`src/rtl/muldiv_sched.sv`:
```
// -----------------------------------------------------------------------------
// muldiv_sched
//
// Issue and sequencing controller for the multi-cycle M-extension operations
// (decoder op_mode 5 = MUL, 6 = DIV, 7 = REM). It accepts one operation at a
// time, launches the shared iterative mul/div unit, counts that unit's fixed
// latency while the front-end is stalled, captures the result and hands it to
// write-back with a valid/ready handshake.
//
// Parameters
//   MUL_LAT  cycles from o_unit_start to a valid i_unit_result for MUL (>=1)
//   DIV_LAT  cycles from o_unit_start to a valid i_unit_result for DIV/REM (>=1)
//   CNT_W    latency counter width, holds max(MUL_LAT, DIV_LAT)-1
//
// Ports
//   i_clk, i_rst_n        clock (rising edge), asynchronous active-low reset
//   i_valid, i_op_mode    decoded instruction and its op_mode
//   i_rd, i_rs1_val,
//   i_rs2_val             destination register and the two operands
//   i_flush               pipeline flush (branch redirect)
//   o_stall               holds decode/fetch while an op is in flight
//   o_unit_start          one-cycle launch pulse to the unit
//   o_unit_op             0 = MUL, 1 = DIV, 2 = REM
//   o_unit_a, o_unit_b    registered operands to the unit
//   i_unit_result         unit result, sampled on the last BUSY cycle
//   o_wb_valid, o_wb_rd,
//   o_wb_data, i_wb_ready write-back handshake
//   o_pend_valid,
//   o_pend_rd             in-flight op indication for hazard checks
// -----------------------------------------------------------------------------
module muldiv_sched #(
    parameter int MUL_LAT = 3,
    parameter int DIV_LAT = 33,
    parameter int CNT_W   = 6
) (
    input  logic        i_clk,
    input  logic        i_rst_n,
    input  logic        i_valid,
    input  logic [2:0]  i_op_mode,
    input  logic [4:0]  i_rd,
    input  logic [31:0] i_rs1_val,
    input  logic [31:0] i_rs2_val,
    input  logic        i_flush,
    output logic        o_stall,
    output logic        o_unit_start,
    output logic [1:0]  o_unit_op,
    output logic [31:0] o_unit_a,
    output logic [31:0] o_unit_b,
    input  logic [31:0] i_unit_result,
    output logic        o_wb_valid,
    output logic [4:0]  o_wb_rd,
    output logic [31:0] o_wb_data,
    input  logic        i_wb_ready,
    output logic        o_pend_valid,
    output logic [4:0]  o_pend_rd
);

    typedef enum logic [1:0] {
        ST_IDLE = 2'd0,
        ST_BUSY = 2'd1,
        ST_WB   = 2'd2
    } state_t;

    // Counter load values: the counter reaches 0 on the cycle the result is valid.
    localparam logic [CNT_W-1:0] MUL_LAST = CNT_W'(MUL_LAT - 1);
    localparam logic [CNT_W-1:0] DIV_LAST = CNT_W'(DIV_LAT - 1);

    // True for the op_modes this block owns.
    function automatic logic f_is_muldiv(input logic [2:0] op_mode);
        logic ok;
        case (op_mode)
            3'd5, 3'd6, 3'd7: ok = 1'b1;
            default:          ok = 1'b0;
        endcase
        return ok;
    endfunction

    // Maps decoder op_mode to the unit's op encoding.
    function automatic logic [1:0] f_unit_op(input logic [2:0] op_mode);
        logic [1:0] op;
        case (op_mode)
            3'd5:    op = 2'd0;
            3'd6:    op = 2'd1;
            3'd7:    op = 2'd2;
            default: op = 2'd0;
        endcase
        return op;
    endfunction

    // Counter start value for the selected op.
    function automatic logic [CNT_W-1:0] f_cnt_load(input logic [2:0] op_mode);
        logic [CNT_W-1:0] v;
        case (op_mode)
            3'd5:       v = MUL_LAST;
            3'd6, 3'd7: v = DIV_LAST;
            default:    v = MUL_LAST;
        endcase
        return v;
    endfunction

    state_t           r_state;
    logic [CNT_W-1:0] r_cnt;
    logic             r_start;
    logic [1:0]       r_op;
    logic [31:0]      r_a;
    logic [31:0]      r_b;
    logic [4:0]       r_rd;
    logic [4:0]       r_pend_rd;
    logic [31:0]      r_result;
    logic             r_wb_valid;
    logic             r_stall;

    state_t           w_state;
    logic [CNT_W-1:0] w_cnt;
    logic             w_start;
    logic [1:0]       w_op;
    logic [31:0]      w_a;
    logic [31:0]      w_b;
    logic [4:0]       w_rd;
    logic [4:0]       w_pend_rd;
    logic [31:0]      w_result;
    logic             w_wb_valid;
    logic             w_stall;

    // Next-state and next-register values for the IDLE/BUSY/WB sequencer.
    always_comb begin
        w_state    = r_state;
        w_cnt      = r_cnt;
        w_start    = 1'b0;
        w_op       = r_op;
        w_a        = r_a;
        w_b        = r_b;
        w_rd       = r_rd;
        w_pend_rd  = r_pend_rd;
        w_result   = r_result;
        w_wb_valid = r_wb_valid;
        w_stall    = r_stall;

        case (r_state)
            ST_IDLE: begin
                // A flush in the acceptance cycle kills the candidate instruction.
                if (i_valid && f_is_muldiv(i_op_mode) && !i_flush) begin
                    w_state   = ST_BUSY;
                    w_cnt     = f_cnt_load(i_op_mode);
                    w_start   = 1'b1;
                    w_op      = f_unit_op(i_op_mode);
                    w_a       = i_rs1_val;
                    w_b       = i_rs2_val;
                    w_rd      = i_rd;
                    w_pend_rd = i_rd;
                    w_stall   = 1'b1;
                end else begin
                    w_state   = ST_IDLE;
                end
            end

            ST_BUSY: begin
                if (i_flush) begin
                    // The unit keeps running; its late result is simply never sampled.
                    w_state   = ST_IDLE;
                    w_cnt     = '0;
                    w_pend_rd = 5'd0;
                    w_stall   = 1'b0;
                end else if (r_cnt == '0) begin
                    w_result = i_unit_result;
                    if (r_rd != 5'd0) begin
                        w_state    = ST_WB;
                        w_wb_valid = 1'b1;
                    end else begin
                        // x0 destination: nothing to write back.
                        w_state   = ST_IDLE;
                        w_pend_rd = 5'd0;
                        w_stall   = 1'b0;
                    end
                end else begin
                    w_cnt = r_cnt - CNT_W'(1);
                end
            end

            ST_WB: begin
                // The op is committed here, so flush has no effect.
                if (i_wb_ready) begin
                    w_state    = ST_IDLE;
                    w_wb_valid = 1'b0;
                    w_pend_rd  = 5'd0;
                    w_stall    = 1'b0;
                end else begin
                    w_state    = ST_WB;
                end
            end

            default: begin
                w_state    = ST_IDLE;
                w_cnt      = '0;
                w_pend_rd  = 5'd0;
                w_wb_valid = 1'b0;
                w_stall    = 1'b0;
            end
        endcase
    end

    // State and datapath registers.
    always_ff @(posedge i_clk or negedge i_rst_n) begin
        if (!i_rst_n) begin
            r_state    <= ST_IDLE;
            r_cnt      <= '0;
            r_start    <= 1'b0;
            r_op       <= 2'd0;
            r_a        <= 32'd0;
            r_b        <= 32'd0;
            r_rd       <= 5'd0;
            r_pend_rd  <= 5'd0;
            r_result   <= 32'd0;
            r_wb_valid <= 1'b0;
            r_stall    <= 1'b0;
        end else begin
            r_state    <= w_state;
            r_cnt      <= w_cnt;
            r_start    <= w_start;
            r_op       <= w_op;
            r_a        <= w_a;
            r_b        <= w_b;
            r_rd       <= w_rd;
            r_pend_rd  <= w_pend_rd;
            r_result   <= w_result;
            r_wb_valid <= w_wb_valid;
            r_stall    <= w_stall;
        end
    end

    assign o_stall      = r_stall;
    assign o_unit_start = r_start;
    assign o_unit_op    = r_op;
    assign o_unit_a     = r_a;
    assign o_unit_b     = r_b;
    assign o_wb_valid   = r_wb_valid;
    assign o_wb_rd      = r_rd;
    assign o_wb_data    = r_result;
    assign o_pend_valid = (r_state != ST_IDLE);
    assign o_pend_rd    = r_pend_rd;

endmodule

```
`config.mk`:
```
export PLATFORM = sky130hd
export DESIGN_NAME = muldiv_sched
export DESIGN_NICKNAME = d
export VERILOG_FILES = /design/src/rtl/muldiv_sched.sv
export SDC_FILE = /design/constraint.sdc
export NUM_CORES = 1
export LEC_CHECK = 0
export CAP_MARGIN = 10
export CORE_MARGIN = 1.5
export CORE_UTILIZATION = 40
export DETAILED_ROUTE_END_ITERATION = 16
export PLACE_DENSITY = 0.76
export RECOVER_POWER = 50
export SYNTH_ARGS = -nofsm -noshare
export SYNTH_HDL_FRONTEND = slang
export SYNTH_SLANG_ARGS = --single-unit
```
`constraint.sdc`:
```
create_clock -name i_clk -period 3.49 [get_ports i_clk]
set_input_delay 0.5235 -clock i_clk [delete_from_list [all_inputs] [get_ports i_clk]]
set_output_delay 0.5235 -clock i_clk [all_outputs]
set_load 0.005 [all_outputs]
```
==> results of run 1 <==
[Yosys cell counts, drive strengths merged]
| cell | n |
|---|---|
| dfrtp | 119 |
| nand2 | 103 |
| mux2 | 70 |
| buf | 19 |
| nor2 | 9 |
| o21ai | 8 |
| inv | 6 |
| a22o | 5 |
| o31ai | 4 |
| or4 | 4 |
| nand2b | 3 |
| or3 | 3 |
| a21boi | 2 |
| ha | 2 |
| nor3 | 2 |
| or3b | 2 |
| a2111o | 1 |
| a211oi | 1 |
| a22oi | 1 |
| a311oi | 1 |
| and3 | 1 |
| clkbuf | 1 |
| clkinv | 1 |
| nand3 | 1 |
| nand3b | 1 |
| nor4 | 1 |
| nor4bb | 1 |
| o211ai | 1 |
| o21bai | 1 |
| o221ai | 1 |
| o22a | 1 |
| o31a | 1 |
| o32a | 1 |
| o41ai | 1 |
[worst max-delay path: stages, from the launching register on]
cell	delay, ns
dfrtp_1	0.42
inv_1	0.13
ha_1	0.18
nor4bb_1	0.39
and3_1	0.82
buf_4	0.34
nand2_1	0.08
nand2_1	0.08
[layout make-up]
| cell class | count | area [um2] |
|---|---|---|
| Clock buffer | 24 | 502 |
| Clock inverter | 8 | 118 |
| Fill cell | 885 | 3810 |
| Inverter | 7 | 26.3 |
| Multi-Input combinational cell | 233 | 1610 |
| Sequential cell | 119 | 2980 |
| Tap cell | 143 | 179 |
| Timing Repair Buffer | 225 | 2250 |
[sequential cells by signal, summed over array words and instances, names as in the netlist]
name          cells
o_pend_rd         5
o_wb_valid        1
o_unit_start      1
r_cnt             6
o_unit_op         2
o_stall           1
r_state           2
o_wb_rd           5
o_unit_a         32
o_wb_data        32
o_unit_b         32
[logic make-up (layout without fill, tap and decap cells)]
kind of cell / count (synthesis) / after routing
DFF: 119 / 119
adders and majority gates: 2 / 2
AOI/OAI and AO/OA: 30 / 30
and+or+nand+nor: 131 / 131
muxes: 70 / 70
buffers and inverters: 27 / 264
[worst max-delay path by stage]
stage	from	endpoint	slack, ns	cells after the start
after CTS	r_cnt[0]	o_wb_data[19]	0.97	7
after global routing	r_cnt[0]	o_wb_data[19]	0.81	7
final	r_cnt[0]	o_wb_data[19]	0.99	7
after floorplan	i_flush	o_unit_a[22]	1.60	7
after global placement	i_flush	o_wb_data[19]	0.97	6
after detailed placement	i_flush	o_wb_data[19]	0.89	6
[cell usage in the layout, fill, tap and decap left out, types with 5 or more instances in the layout]
| cell type | synthesis | routed |
|---|---|---|
| clkdlybuf4s50_1 | 0 | 164 |
| dfrtp_1 | 119 | 119 |
| nand2_1 | 103 | 103 |
| mux2_2 | 70 | 70 |
| dlygate4sd3_1 | 0 | 55 |
| clkbuf_16 | 0 | 17 |
| nor2_1 | 9 | 9 |
| o21ai_0 | 8 | 8 |
| inv_1 | 6 | 6 |
| a22o_1 | 5 | 5 |
| clkbuf_8 | 0 | 5 |
[through the flow]
step | hold slack, ns | cell area (um2) | cells | setup WS [ns]
finish | 0.455 | 7660 | 759 | 0.992
global route | 0.487 | 7660 | 759 | 0.805
CTS | 0.288 | 7660 | 759 | 0.966
detailed placement | 0.456 | 7040 | 727 | 0.891
global placement | 0.448 | 7040 | 727 | 0.975
floorplan | 0.228 | 4710 | 379 | 1.60
[metal layers]
| metal | track usage (%) | share of wire, % | vias up |
|---|---|---|---|
| li1 | - | - | 1742 |
| met1 | 23.6 | 39 | 1789 |
| met2 | 35.5 | 51 | 161 |
| met3 | 7.84 | 7.7 | 22 |
| met4 | 8.95 | 2.3 | 0 |
| met5 | 0 | 0 | - |
[power breakdown]
group | leakage, nW | switching (mW) | total [mW] | internal (mW)
sequential | 1.47 | 0.282 | 2.14 | 1.86
clock | 0.306 | 0.582 | 1.79 | 1.21
combinational | 1.66 | 0.596 | 1.71 | 1.11
==> metrics.md, run 1 <==
| Metric | Value |
|---|---|
| Slew @ Worst Pin | `1.84 ns` |
| Most area-consuming cells after synthesis | `dfrtp_1, mux2_2, nand2_1` |
| Post-synthesis sequential area ratio | `between 60% and 70%` |
| Yosys warning count | `0` |
| RSZ-0062 raised after global routing | `false` |
| Post-Syn Area | `approximately 4700 um2` |
| Fmax | `400 MHz` |
| Worst Reg2Reg Path Length in Cells | `7` |
| PD cells | `about 740 nW/um2` |
| CP required | `3.83 ns` |
| CP Class | `flip-flop to flip-flop` |
| Complex-gate fraction of the synthesized area | `approximately 5.1%` |
| Post-synthesis mux area share | `16.7%` |
| Antenna violations before repair | `0` |
| Cts hold-fix bufs | `0` |
| Via Count | `between 3000 and 4000` |
| Drt drc | `0` |
| Crit end category | `flip-flop` |
| Maxcap violations | `1` |
| Clock root buffer | `clkbuf_16` |
| Fin. Hold Viols | `0` |
| Synthesized Nets | `490` |
| WL per Instance | `approximately 16 um` |
| Critical R2R Capture | `o_wb_data[19]` |
| Num CTS Buffers | `17` |
| PostCTS Resize Cnt | `0` |
| Area grow syn2layout | `62.5%` |
| RD Place Congestion | `0.816` |
| # diodes | `0` |
| Period utilisation layout | `71.6%` |
| Outcome | `finished, violations left` |
| Max FO, Critical Path | `26` |
| Mean post-synth cell area | `about 12 um2` |
| Placeable Area | `around 11000 um2` |
| Vias/cell | `approximately 5` |
| Total GRT Usage | `roughly a fifth` |
| Rows | `39` |
| Share of cells above drive strength 1 | `18.0%` |
| Vias in the first global route | `just over 4000` |
| GR Overflow Total | `0` |
| Failing checks | `capacitance limit, slew limit` |
| Share of the synthesized area in the top cell type | `a little over three fifths` |
| DR iter-0 viols | `about 270` |
| Total power | `5.64 mW` |
| Synth Area in Adders | `less than 1%` |
| Setup_tns | `0 ns` |
| Buffers on Ports | `220` |
| Synth Area in XOR/XNOR | `0%` |
| #FFs+latches synth | `119` |
| Simple-Gate Fraction of Synth Area | `between 10% and 20%` |
| Post-synthesis cell count | `roughly 380` |
| R2r setup slk | `about 1 ns` |
| Final WL | `roughly 12 mm` |
| First-pass GRT wire length | `20.3 mm` |
| Initial Util | `around two fifths` |
| Data arrival, critical path | `around 2.8 ns` |
| Relative slew slack | `-22.5%` |
| Slew Viols, Final | `72` |
| Worst-path clk slew | `roughly 0.050 ns` |
| Leakage | `3.44 nW` |
| H-tree depth | `4` |
| NumNets Final | `between 700 and 800` |
| Worst Clk Skew | `~0.0076 ns` |
| Initial DRT Pass Iterations | `4` |
| Clk sinks | `between 100 and 150` |
| Hpwl dp | `between 8 and 9 mm` |
| Die H | `112 um` |
| Core Util, Final | `around 67%` |
| Maximum vdd ir drop | `around 0.47 mV` |
| Synth area leader | `dfrtp_1` |
| Hold Crit Class | `flip-flop to flip-flop` |
| CTS Buffer Depth | `2` |
| Antenna viol nets, final | `0` |
| Hold depth | `2` |
| Final setup fails | `0` |
| Io pins | `about 220` |
| CTS tree | `built` |
| Worst Hold Endpoint | `o_wb_data[11]` |
| RR Startpoint | `r_cnt[0]` |
| Worst hold path startpoint | `o_wb_data[11]` |
| Min Tclk post-route | `~2.5 ns` |
| Worst skew pair latency | `0.41 ns` |
| Largest net degree at the start of global routing | `73` |
| Largest family of logic cells by synthesized area | `multiplexers` |
| Synth cell types | `38` |
| Die area | `around 12000 um2` |
| Die X | `between 100 and 150 um` |
| CP startpoint kind | `flip-flop` |
| # Post-CTS Setup Buffers | `0` |
(Power assumes the default switching activity.)
==> run 2, diff against run 1 <==
--- a/config.mk
+++ b/config.mk
@@ -7,9 +7,9 @@
 export LEC_CHECK = 0
 export CAP_MARGIN = 10
 export CORE_MARGIN = 1.5
-export CORE_UTILIZATION = 40
+export CORE_UTILIZATION = 37
 export DETAILED_ROUTE_END_ITERATION = 16
-export PLACE_DENSITY = 0.76
+export PLACE_DENSITY = 0.74
 export RECOVER_POWER = 50
 export SYNTH_ARGS = -nofsm -noshare
 export SYNTH_HDL_FRONTEND = slang
==> constraint.sdc (replaced) <==
create_clock -name i_clk -period 2.2 [get_ports i_clk]
set_input_delay 0.33 -clock i_clk [delete_from_list [all_inputs] [get_ports i_clk]]
set_output_delay 0.33 -clock i_clk [all_outputs]
set_load 0.005 [all_outputs]
==> metrics.md, run 2 (same netlist as run 1, synthesis figures left out) <==
| Metric | Value |
|---|---|
| GR Overflow Total | `0 (unchanged)` |
| Hpwl dp | `8.75 mm (-0.32%)` |
| Total GRT Usage | `18.6% (-2.2 points)` |
| RD Place Congestion | `0.848 (+3.9%)` |
| Worst Clk Skew | `0.00701 ns (-0.000633 ns)` |
| WL per Instance | `15.2 um (-6.4%)` |
| Clock root buffer | `clkbuf_16` |
| Via Count | `3752 (+1.0%)` |
| Maximum vdd ir drop | `0.643 mV (+36%)` |
| Clk sinks | `119 (unchanged)` |
| Fmax | `490 MHz (+22%)` |
| Rows | `41 (+5.1%)` |
| Outcome | `completed` |
| Commonest non-fill, non-tap cell in the layout | `clkdlybuf4s50_1` |
| Largest net degree at the start of global routing | `58 (-21%)` |
| Placeable Area | `12500 um2 (+9.2%)` |
| Io pins | `221 (unchanged)` |
| Initial Util | `37.6% (-3.4 points)` |
| R2r setup slk | `0.16 ns (-0.83 ns)` |
| First-pass GRT wire length | `19.1 mm (-5.9%)` |
| Data arrival, critical path | `2.38 ns (-0.46 ns)` |
| NumNets Final | `723 (+1.3%)` |
| Drt drc | `0 (unchanged)` |
| Setup ws final | `0.159 ns (-0.833 ns)` |
| Crit-path slowest cell | `dfrtp_1` |
| Fin. Hold Viols | `0 (unchanged)` |
| Critical R2R Capture | `o_wb_data[27]` |
| Fillers | `1039 (+17%)` |
| Relative slew slack | `45.0% (+67 points)` |
| Crit path top cell by count | `nand2_1` |
| # diodes | `0 (unchanged)` |
| Crit end category | `flip-flop` |
| Vias/cell | `4.71 (-3.8%)` |
| PD cells | `1170 nW/um2 (+58%)` |
| CTS Buffer Depth | `2 (unchanged)` |
| Antenna viol nets, final | `0 (unchanged)` |
| CTS tree | `built` |
| Worst Reg2Reg Path Length in Cells | `7 (unchanged)` |
| Setup_tns | `0 ns (unchanged)` |
| Worst skew pair latency | `0.41 ns (about the same)` |
| Maxcap violations | `0 (-1)` |
| # Post-CTS Setup Buffers | `0 (unchanged)` |
| Share of cells above drive strength 1 | `19.0% (+1.0 points)` |
| DR iter-0 viols | `148 (-46%)` |
| Footprint of the multi-input gates | `1610 um2 (unchanged)` |
| Die H | `116 um (+3.9%)` |
| Final setup fails | `0 (unchanged)` |
| Initial DRT Pass Iterations | `4 (unchanged)` |
| CP Buf/Inv Count | `2 (unchanged)` |
| Hold depth | `3 (+1)` |
| Area grow syn2layout | `66.3%` |
| H-tree depth | `4 (unchanged)` |
| Worst path cell trace | `inv_1, ha_1, nor4bb_1, and3_1, buf_6, nand2_1, nand2_1` |
| Slew @ Worst Pin | `0.825 ns (-1.01 ns)` |
| CP required | `2.54 ns (-1.29 ns)` |
| CP Class | `flip-flop to flip-flop` |
| Worst Hold Endpoint | `o_wb_data[21]` |
| CP top delay family | `simple AND/OR/NAND/NOR gates` |
| Slew Viols, Final | `0 (-100%)` |
| CP startpoint kind | `flip-flop` |
| Die area | `13400 um2 (+7.9%)` |
| RSZ-0062 raised after global routing | `false` |
| Hold Crit Class | `input port to flip-flop` |
| Leakage | `3.52 nW (+2.3%)` |
| Final WL | `12.1 mm (-1.7%)` |
| Buffers on Ports | `220 (unchanged)` |
| Min Tclk post-route | `2.04 ns (-0.457 ns)` |
| Worst hold path startpoint | `i_unit_result[21]` |
| CP peak stage delay | `0.42 ns (-0.40 ns)` |
| Register area | `2980 um2 (unchanged)` |
| Die X | `116 um (+3.9%)` |
| Total power | `9.14 mW (+62%)` |
| RR Startpoint | `r_cnt[0]` |
| Dpl ws | `0.0506 ns (-0.841 ns)` |
| Most frequent cells in the layout | `clkdlybuf4s50_1, dfrtp_1, nand2_1` |
| Antenna violations before repair | `0 (unchanged)` |
| Period utilisation layout | `92.8% (+21 points)` |
| Num CTS Buffers | `17 (unchanged)` |
| Worst-path clk slew | `0.05 ns (about the same)` |
| Max FO, Critical Path | `30 (+15%)` |
| Vias in the first global route | `3862 (-4.5%)` |
## run 2: how the worst max path moves through the flow
stage | slack (ns) | cells after the start | start | end
after CTS | 0.11 | 7 | r_cnt[0] | o_wb_data[27]
final | 0.16 | 7 | r_cnt[0] | o_wb_data[27]
after floorplan | 0.38 | 4 | o_wb_rd[0] | o_pend_rd[0]
after global placement | 0.09 | 7 | i_flush | o_unit_b[6]
after detailed placement | 0.05 | 7 | i_flush | o_unit_b[13]
after global routing | 0.005 | 5 | o_wb_rd[0] | o_pend_rd[3]
## run 2: metrics by stage
stage	util [%]	cell area, um2	hold slack, ns	std cells
2_1_floorplan	-	4710	0.0344	379
3_3_place_gp	57.4	7190	0.280	764
3_5_place_dp	57.4	7190	0.285	764
4_1_cts	62.7	7850	0.417	797
5_1_grt	62.6	7840	0.449	797
6_report	62.6	7840	0.455	797
## run 2: per-layer routing
| metal | global-route usage (%) | share of wire, % |
|---|---|---|
| met1 | 21.3 | 39 |
| met4 | 8.21 | 2.1 |
| met2 | 30.6 | 48 |
| met3 | 7.85 | 10 |
| met5 | 0 | 0 |
## run 2: worst min-delay path, stage by stage
cell and delay [ns]:
clkdlybuf4s50_1 0.40, nand2_1 0.05, nand2_1 0.04
## run 2: layout make-up
class                   count  area share, %
clock inverters             8           1.79
inverters                   7          0.335
well taps                 172           2.75
multi-input cells         233           20.5
flip-flops and latches    119           38.0
clock buffers              24           6.53
repair buffers            234           30.1
## run 2: what timing repair did
action                                 4_1_cts  5_1_grt
gates resized for setup                      0        1
setup endpoints to repair                    0       21
endpoints found under the hold margin       28        0
hold buffers                                 1        0
## run 2: report_power, final
group	internal [mW]	leakage (nW)	total [mW]	switching, mW
logic	1.80	1.72	2.74	0.946
clock network	2.07	0.326	3.00	0.930
registers	2.95	1.47	3.40	0.444
==> run 3, diff against run 2 <==
--- a/config.mk
+++ b/config.mk
@@ -7,10 +7,12 @@
 export LEC_CHECK = 0
 export CAP_MARGIN = 10
 export CORE_MARGIN = 1.5
-export CORE_UTILIZATION = 37
+export CORE_UTILIZATION = 40
+export CTS_CLUSTER_SIZE = 25
 export DETAILED_ROUTE_END_ITERATION = 16
-export PLACE_DENSITY = 0.74
+export PLACE_DENSITY = 0.76
 export RECOVER_POWER = 50
+export SETUP_SLACK_MARGIN = 0.2
 export SYNTH_ARGS = -nofsm -noshare
 export SYNTH_HDL_FRONTEND = slang
 export SYNTH_SLANG_ARGS = --single-unit
==> constraint.sdc (replaced) <==
create_clock -name i_clk -period 2.31 [get_ports i_clk]
set_input_delay 0.3465 -clock i_clk [delete_from_list [all_inputs] [get_ports i_clk]]
set_output_delay 0.3465 -clock i_clk [all_outputs]
set_load 0.005 [all_outputs]
==> metrics.md, run 3 (same netlist as run 1, synthesis figures left out) <==
| Metric | Value |
|---|---|
| Leakage | `3.47 nW (-1.5%)` |
| Fin. Hold Viols | `0 (unchanged)` |
| Antenna violations before repair | `0 (unchanged)` |
| Num CTS Buffers | `17 (unchanged)` |
| Register area | `2980 um2 (unchanged)` |
| Area grow syn2layout | `64.3%` |
| Hpwl dp | `8.78 mm (+0.26%)` |
| Fin area | `7740 um2 (-1.2%)` |
| Total GRT Usage | `20.6% (+2.0 points)` |
| Final setup fails | `0 (unchanged)` |
| Data arrival, critical path | `1.69 ns (-0.69 ns)` |
| # Post-CTS Setup Buffers | `0 (unchanged)` |
| CP startpoint kind | `flip-flop` |
| Most frequent cells in the layout | `clkdlybuf4s50_1, dfrtp_1, nand2_1` |
| Io pins | `221 (unchanged)` |
| Slew @ Worst Pin | `1.10 ns (+0.276 ns)` |
| CTS tree | `built` |
| Footprint of the multi-input gates | `1610 um2 (+0.39%)` |
| RR Startpoint | `o_wb_rd[0]` |
| Setup ws final | `0.277 ns (+0.118 ns)` |
| CP required | `1.96 ns (-0.58 ns)` |
| Worst hold path startpoint | `o_wb_data[27]` |
| Clock root buffer | `clkbuf_16` |
| Slew Viols, Final | `0 (unchanged)` |
| First-pass GRT wire length | `20.2 mm (+5.7%)` |
| Worst Hold Slack | `0.457 ns (+0.00203 ns)` |
| Vias in the first global route | `4061 (+5.2%)` |
| Initial DRT Pass Iterations | `4 (unchanged)` |
| WL per Instance | `15.7 um (+3.4%)` |
| CP Class | `flip-flop to output port` |
| Setup_tns | `0 ns (unchanged)` |
| Largest net degree at the start of global routing | `52 (-10%)` |
| DR iter-0 viols | `251 (+70%)` |
| Worst Clk Skew | `0.00523 ns (-0.00178 ns)` |
| Maximum vdd ir drop | `0.609 mV (-5.4%)` |
| GR Overflow Total | `0 (unchanged)` |
| Drt drc | `0 (unchanged)` |
| Placeable Area | `11500 um2 (-8.4%)` |
| Critical path startpoint | `r_state[0]` |
| Final WL | `12.0 mm (-0.88%)` |
| Outcome | `completed` |
| Buffers on Ports | `220 (unchanged)` |
| NumNets Final | `719 (-0.55%)` |
| PD cells | `1110 nW/um2 (-4.5%)` |
| Via Count | `3732 (-0.53%)` |
| Worst-path clk slew | `0.05 ns (about the same)` |
| H-tree depth | `4 (unchanged)` |
| Relative slew slack | `26.6% (-18 points)` |
| Commonest non-fill, non-tap cell in the layout | `clkdlybuf4s50_1` |
| Maxcap violations | `0 (unchanged)` |
| Fmax | `a little under 500 MHz` |
| RSZ-0062 raised after global routing | `false` |
| Initial Util | `41.1% (+3.4 points)` |
| Share of cells above drive strength 1 | `18.4% (-0.68 points)` |
| Min Tclk post-route | `approximately 2.0 ns` |
| Die area | `12400 um2 (-7.3%)` |
| Clk sinks | `119 (unchanged)` |
| Rows | `39 (-4.9%)` |
| Die H | `112 um (-3.7%)` |
| Period utilisation layout | `approximately nine tenths` |
| RD Place Congestion | `0.881 (+4.0%)` |
| Dpl ws | `0.0845 ns (+0.0340 ns)` |
| Crit end category | `output port` |
| Vias/cell | `4.88 (+3.8%)` |
| Fillers | `897 (-14%)` |
| Antenna viol nets, final | `0 (unchanged)` |
| Placed instance area | `7100 um2 (-1.3%)` |
| CTS Buffer Depth | `2 (unchanged)` |
| Max FO, Critical Path | `10 (-67%)` |
| Die X | `112 um (-3.7%)` |
| # diodes | `0 (unchanged)` |
| Hold Crit Class | `flip-flop to flip-flop` |
| Worst skew pair latency | `0.40 ns (about the same)` |
-- run 3: report_power, final --
part           internal (mW)  switching [mW]
clock network           1.91           0.878
registers               2.81           0.417
logic                   1.70           0.900
total                   6.43            2.20
-- run 3: per-stage QoR --
step / util, % / power, mW / std cells
after floorplan: - / 4.13 / 379
after global placement: 61.9 / 5.92 / 731
after detailed placement: 61.9 / 6.02 / 731
after CTS: 67.5 / 8.87 / 764
after global routing: 67.5 / 9.15 / 764
final: 67.5 / 8.62 / 764
-- run 3: critical path: stages (launching register included) --
cell and delay [ns]:
dfrtp_1 0.51, nor2_1 0.13, inv_1 0.13, clkdlybuf4s50_1 0.51
-- run 3: repair_timing --
action | 4_1_cts | 5_1_grt
hold buffers | 1 | 0
endpoints found under the hold margin | 16 | 0
setup endpoints to repair | 0 | 37
resized for setup | 0 | 2
-- run 3: path summary, 6_finish.rpt --
kind                                      end  slack [ns]  depth (start not counted)
worst max-delay path             o_pend_valid        0.28                          3
worst min-delay path            o_wb_data[27]        0.46                          2
worst max register to register   o_pend_rd[3]        0.28                          5
worst min register to register  o_wb_data[27]        0.46                          2
max in group asynchronous       o_wb_data[22]        0.54                          3
min in group asynchronous        o_unit_a[27]        0.67                          2
-- run 3: final cells by class --
cell class	count	share of cell area [%]
clock buffer	24	6.35
clock inverter	8	1.84
inverter	7	0.339
multi-input combinational	233	20.8
sequential	119	38.5
tap	143	2.31
timing repair buffer	230	29.9
-- run 3: per-layer routing --
| metal | up-vias | GRT usage (%) | part of all wire (%) |
|---|---|---|---|
| li1 | 1754 | - | - |
| met1 | 1780 | 24.0 | 40 |
| met2 | 173 | 33.6 | 49 |
| met3 | 25 | 8.76 | 8.5 |
| met4 | 0 | 8.52 | 2.4 |
| met5 | - | 0 | 0 |
